[src/rtl/maxpool_scheduler.sv]
// maxpool_scheduler
//   Runs one pooling engine over a stack of num_channels square int8 feature
//   maps. Each map is read row-major from the input RAM and fed to the engine
//   one pixel per cycle. Pooled results go to the output RAM. The engine is
//   cleared between channels.
//
//   Optional build macro: MAXPOOL_SCHED_PERF_EN adds the perf_cycles port.
//
//   Ports
//     clk, rst           clock, synchronous active-high reset
//     start              begin a run (sampled in IDLE only)
//     num_channels       channel count, latched on an accepted start
//     busy, done, err    run status, one-cycle done pulse, sticky error
//     rd_en/addr/data    input RAM read port (data valid one cycle after rd_en)
//     eng_*              pooling engine control, stream in, results out
//     wr_en/addr/data    output RAM write port
//     perf_cycles        (MAXPOOL_SCHED_PERF_EN only) cycle count of last run
//
//   state  | meaning
//   -------+-------------------------------------------------------------
//   IDLE   | waiting for start
//   CLEAR  | one-cycle engine reset before each channel
//   STREAM | reading MAP_WIDTH^2 pixels of the current channel
//   DRAIN  | waiting for the engine to report all outputs done
//   FIN    | done pulse (a zero-channel run spends one extra busy cycle here)
module maxpool_scheduler #(
   parameter int MAP_WIDTH = 28,
   parameter int OUT_DIM   = MAP_WIDTH / 2,
   parameter int MAX_CH    = 16,
   parameter int CH_W      = $clog2(MAX_CH + 1),
   parameter int IN_AW     = $clog2(MAX_CH * MAP_WIDTH * MAP_WIDTH),
   parameter int OUT_AW    = $clog2(MAX_CH * OUT_DIM * OUT_DIM)
) (
   input  logic              clk,
   input  logic              rst,
   input  logic              start,
   input  logic [CH_W-1:0]   num_channels,
   output logic              busy,
   output logic              done,
   output logic              err,
   output logic              rd_en,
   output logic [IN_AW-1:0]  rd_addr,
   input  logic [7:0]        rd_data,
   output logic              eng_rst,
   output logic              eng_valid_in,
   output logic [7:0]        eng_pixel_in,
   input  logic              eng_valid_out,
   input  logic [7:0]        eng_pixel_out,
   input  logic              eng_all_done,
   output logic              wr_en,
   output logic [OUT_AW-1:0] wr_addr,
   output logic [7:0]        wr_data
`ifdef MAXPOOL_SCHED_PERF_EN
   ,
   output logic [31:0]       perf_cycles
`endif
);

   localparam int IN_PIX  = MAP_WIDTH * MAP_WIDTH;
   localparam int OUT_PIX = OUT_DIM * OUT_DIM;
   localparam int PIX_W   = $clog2(IN_PIX + 1);

   typedef enum logic [2:0] {
      S_IDLE,
      S_CLEAR,
      S_STREAM,
      S_DRAIN,
      S_FIN
   } state_t;

   state_t           state, next_state;
   logic [CH_W-1:0]  num_ch_q;
   logic [CH_W-1:0]  ch_idx;
   logic [PIX_W-1:0] pix_cnt;
   logic [PIX_W-1:0] wr_cnt;
   logic             zero_run;
   logic             last_ch;
   logic             wr_cnt_bad;

   assign last_ch      = (ch_idx == num_ch_q - CH_W'(1));
   // include a write landing in the same cycle that all_done is seen
   assign wr_cnt_bad   = (wr_cnt + PIX_W'(wr_en)) != PIX_W'(OUT_PIX);
   assign eng_rst      = rst || (state == S_CLEAR);
   assign eng_pixel_in = rd_data;
   assign wr_data      = eng_pixel_out;

   always_comb begin
      next_state = state;
      busy       = 1'b0;
      done       = 1'b0;
      rd_en      = 1'b0;
      wr_en      = 1'b0;
      case (state)
         S_IDLE: begin
            if (start) next_state = (num_channels == '0) ? S_FIN : S_CLEAR;
         end
         S_CLEAR: begin
            busy       = 1'b1;
            next_state = S_STREAM;
         end
         S_STREAM: begin
            busy  = 1'b1;
            // gated by rst so an abort stops RAM traffic in the same cycle
            rd_en = !rst;
            wr_en = eng_valid_out && !rst;
            if (pix_cnt == '0) next_state = S_DRAIN;
         end
         S_DRAIN: begin
            busy  = 1'b1;
            wr_en = eng_valid_out && !rst;
            if (eng_all_done) next_state = last_ch ? S_FIN : S_CLEAR;
         end
         S_FIN: begin
            busy = zero_run;
            done = !zero_run;
            if (!zero_run) next_state = S_IDLE;
         end
         default: next_state = S_IDLE;
      endcase
   end

   always_ff @(posedge clk) begin
      if (rst) begin
         state        <= S_IDLE;
         num_ch_q     <= '0;
         ch_idx       <= '0;
         pix_cnt      <= '0;
         wr_cnt       <= '0;
         rd_addr      <= '0;
         wr_addr      <= '0;
         err          <= 1'b0;
         eng_valid_in <= 1'b0;
         zero_run     <= 1'b0;
      end else begin
         state        <= next_state;
         eng_valid_in <= rd_en;
         if (rd_en) rd_addr <= rd_addr + IN_AW'(1);
         if (wr_en) begin
            wr_addr <= wr_addr + OUT_AW'(1);
            wr_cnt  <= wr_cnt + PIX_W'(1);
         end
         case (state)
            S_IDLE: begin
               if (start) begin
                  num_ch_q <= num_channels;
                  err      <= 1'b0;
                  ch_idx   <= '0;
                  rd_addr  <= '0;
                  wr_addr  <= '0;
                  zero_run <= (num_channels == '0);
               end
            end
            S_CLEAR: begin
               pix_cnt <= PIX_W'(IN_PIX - 1);
               wr_cnt  <= '0;
            end
            S_STREAM: begin
               if (pix_cnt != '0) pix_cnt <= pix_cnt - PIX_W'(1);
               if (eng_all_done) err <= 1'b1;
            end
            S_DRAIN: begin
               if (eng_all_done) begin
                  if (wr_cnt_bad) err <= 1'b1;
                  if (!last_ch) ch_idx <= ch_idx + CH_W'(1);
               end
            end
            S_FIN: zero_run <= 1'b0;
            default: ;
         endcase
      end
   end

`ifdef MAXPOOL_SCHED_PERF_EN
   // counts every non-IDLE cycle, including the done cycle, so the result
   // equals the start-to-done latency of the run
   always_ff @(posedge clk) begin
      if (rst) begin
         perf_cycles <= '0;
      end else if (state == S_IDLE) begin
         if (start) perf_cycles <= '0;
      end else begin
         perf_cycles <= perf_cycles + 32'd1;
      end
   end
`endif

endmodule
[config.mk]
export PLATFORM = sky130hd
export DESIGN_NAME = maxpool_scheduler
export DESIGN_NICKNAME = d
export VERILOG_FILES = /design/src/rtl/maxpool_scheduler.sv
export SDC_FILE = /design/constraint.sdc
export NUM_CORES = 1
export LEC_CHECK = 0
export ABC_AREA = 1
export ABC_CLOCK_PERIOD_IN_PS = 2080
export CAP_MARGIN = 10
export CORE_ASPECT_RATIO = 1.1
export CORE_MARGIN = 2
export CORE_UTILIZATION = 46
export CTS_CLUSTER_DIAMETER = 120
export DETAILED_ROUTE_END_ITERATION = 6
export HOLD_SLACK_MARGIN = 0.1
export PLACE_DENSITY = 0.82
export SLEW_MARGIN = 5
export SYNTH_ARGS = -nofsm -noshare
export SYNTH_HDL_FRONTEND = slang
export SYNTH_SLANG_ARGS = --single-unit
[constraint.sdc]
create_clock -name clk -period 2.08 [get_ports clk]
set_clock_uncertainty 0.1 [all_clocks]
set_input_delay 0.312 -clock clk [delete_from_list [all_inputs] [get_ports clk]]
set_output_delay 0.312 -clock clk [all_outputs]
set_load 0.01 [all_outputs]
==> flow_summary.json <==
{
  "syn_area_per_cell_um2": 6.91,
  "overflow": 0,
  "final_util_pct": 56.7,
  "synthCells": 506,
  "nFillCells": 656,
  "max_freq_mhz": 508,
  "maxSlewViolCount": 0,
  "synth.top_cell.area_share_pct": 35.5,
  "worst_pin_slew_ps": 358,
  "synth-main-ff-cell": "dfxtp_1",
  "gp_congestion": 0.916,
  "drc": 0,
  "hold_path_end": "eng_valid_in",
  "cp-start-kind": "flop",
  "cts_buffers": 9,
  "register_area_um2": 1240,
  "initial_core_util_pct": 47.1,
  "yosys_warnings": 0,
  "drt_iter0_drc": 157,
  "reg2reg_depth": 11,
  "crit_arrival_ps": 1560,
  "routed_wirelength_mm": 7.87,
  "firstDrtPassIters": 4,
  "status": "completed",
  "place_hpwl_mm": 5.68,
  "globalRouteTotalUtil_pct": 20.4,
  "drive_above_1_share_pct": 11.8,
  "path_class": "flop to output port",
  "leakage_uw": 0.00171,
  "hold_viol": 0,
  "ys_top_cells_by_area": "dfxtp_1, nand2_1, nor2_1",
  "dieHeight_um": 95.4,
  "grt_antenna_before_repair": 0,
  "rows": 33,
  "vias_per_cell": 5.13,
  "num_vias": 3284,
  "power_density_nw_per_um2": 1010,
  "peakVddDrop_mv": 0.481,
  "synth_common_cells": "nand2_1, nor2_1, dfxtp_1, inv_1, a21oi_1",
  "wire_per_inst_um": 12.3,
  "cts_tree": "yes",
  "die_area_um2": 8320,
  "hold_start": "rst",
  "r2r_slack_ps": 170,
  "yosysMostFrequentCell": "nand2_1",
  "antenna_cells": 0,
  "worstSkewPairLatency_ps": 360,
  "cts_sinks": 62,
  "ioPinCount": 75,
  "synth_top_area_cell": "dfxtp_1",
  "grt_pass1_vias": 3070,
  "cts_htree_levels": 3,
  "period_share_pct": 94.6,
  "detailed_place.area_um2": 3930,
  "syn-num-nets": 540,
  "hold_buffers": 0,
  "grt_pass1_wl_mm": 13.4,
  "area_growth_pct": 20.4,
  "clkTransAtPathRegs_ps": 70,
  "multiInputGateArea_um2": 1860,
  "crit_fanout": 4,
  "maxCapViolCount": 0,
  "cts_buffer_depth": 2,
  "synth_seq_cells": 62,
  "nets": 582,
  "ys_seq_area_share_pct": 35.5,
  "grt_max_degree": 19,
  "max_slew_margin_pct": 76.1,
  "port_buffers": 42,
  "cp.required_ps": 1670,
  "core_area_um2": 7430,
  "fin_crit_ps": 1970,
  "r2r-end": "err",
  "syn_area_um2": 3500,
  "ant_nets": 0,
  "async_reset_ff_share_pct": 0,
  "stdcell_area_um2": 4210,
  "synth_cell_type_count": 36,
  "min_path_cells": 3,
  "setup_violations": 0,
  "root_buffer": "clkbuf_8",
  "r2r-start": "state[2]",
  "crit_path_end_kind": "output port",
  "synth_edf_count": 0,
  "fp.dieW_um": 87.1,
  "rsz0062_at_grt": "false",
  "holdCritPathClass": "input pin to flop"
}
==> area by class of cell <==
cell class | instances | area share [%]
Tap cell | 87 | 2.58
Timing Repair Buffer | 54 | 12.2
Multi-Input combinational cell | 357 | 44.2
Clock inverter | 7 | 2.91
Sequential cell | 62 | 29.5
Inverter | 64 | 5.70
Clock buffer | 9 | 2.94
==> metrics by stage <==
| step | TNS [ps] | hold WS (ps) | setup slack, ps | total power [uW] | std cells |
|---|---|---|---|---|---|
| 2_1_floorplan | 0 | 345 | 72.3 | 2550 | 506 |
| 3_3_place_gp | -244 | 352 | -151 | 2860 | 622 |
| 3_5_place_dp | -376 | 345 | -228 | 2910 | 622 |
| 4_1_cts | 0 | 359 | 1.45 | 4240 | 640 |
| 5_1_grt | 0 | 352 | 3.64 | 4550 | 640 |
| 6_report | 0 | 326 | 111 | 4250 | 640 |
==> sequential cells by signal, summed over array words and instances (netlist names) <==
name / flops
zero_run: 1
wr_addr: 12
err: 1
state: 3
pix_cnt: 10
wr_cnt: 10
rd_addr: 14
ch_idx: 5
num_ch_q: 5
eng_valid_in: 1
==> logic make-up (layout without fill, tap and decap cells) <==
family	Yosys count	count (layout)	share of synthesized area [%]
adder cells (fa/ha/maj)	8	8	2.86
flip-flops	62	62	35.5
AO/OA/AOI/OAI	66	66	10.2
buffers and inverters	87	134	11.7
AND/OR/NAND/NOR	262	262	34.5
XOR/XNOR	21	21	5.26
==> worst max-delay path, stage by stage, from the launching register on <==
cell and delay [ps]:
dfxtp_2 350, inv_2 90, nand3_4 120, nor2_8 100, clkdlybuf4s50_1 540
==> metal layers <==
layer	track usage, %	routed length, um	vias to the layer above
met5	0	0	-
met4	9.36	229	0
met3	5.11	355	22
met2	35.2	3900	71
met1	23.6	3380	1502
li1	-	-	1689
==> cells in the final DEF (no fill, tap or decap), types with 5 or more instances in the layout <==
cell	n
nand2_1	116
nor2_1	74
dfxtp_1	60
inv_1	55
clkdlybuf4s50_1	37
a21oi_1	31
o21ai_0	28
nand3_1	21
nor3_1	15
xor2_1	15
buf_4	11
inv_2	9
nand4_1	9
clkbuf_8	9
ha_1	8
nand2_2	7
xnor2_1	6
nor2_2	5
==> report_power, final <==
group	internal, uW	switching [uW]
clock	799	537
sequential	1320	117
combinational	559	917
total	2680	1570
==> timing repair <==
item	CTS	global route
buffers inserted	2	0
setup endpoints to repair	5	14
resized for setup	7	7
==> worst max-delay path by stage <==
stage	startpoint	to	slack, ps	cells after the start
after floorplan	rst	err	70	13
after detailed placement	rst	err	-230	12
final	state[2]	rd_en	110	4
after global routing	state[2]	err	4	11
after CTS	rst	rd_en	1	4
after global placement	rst	err	-150	12
(Power assumes the default switching activity.)
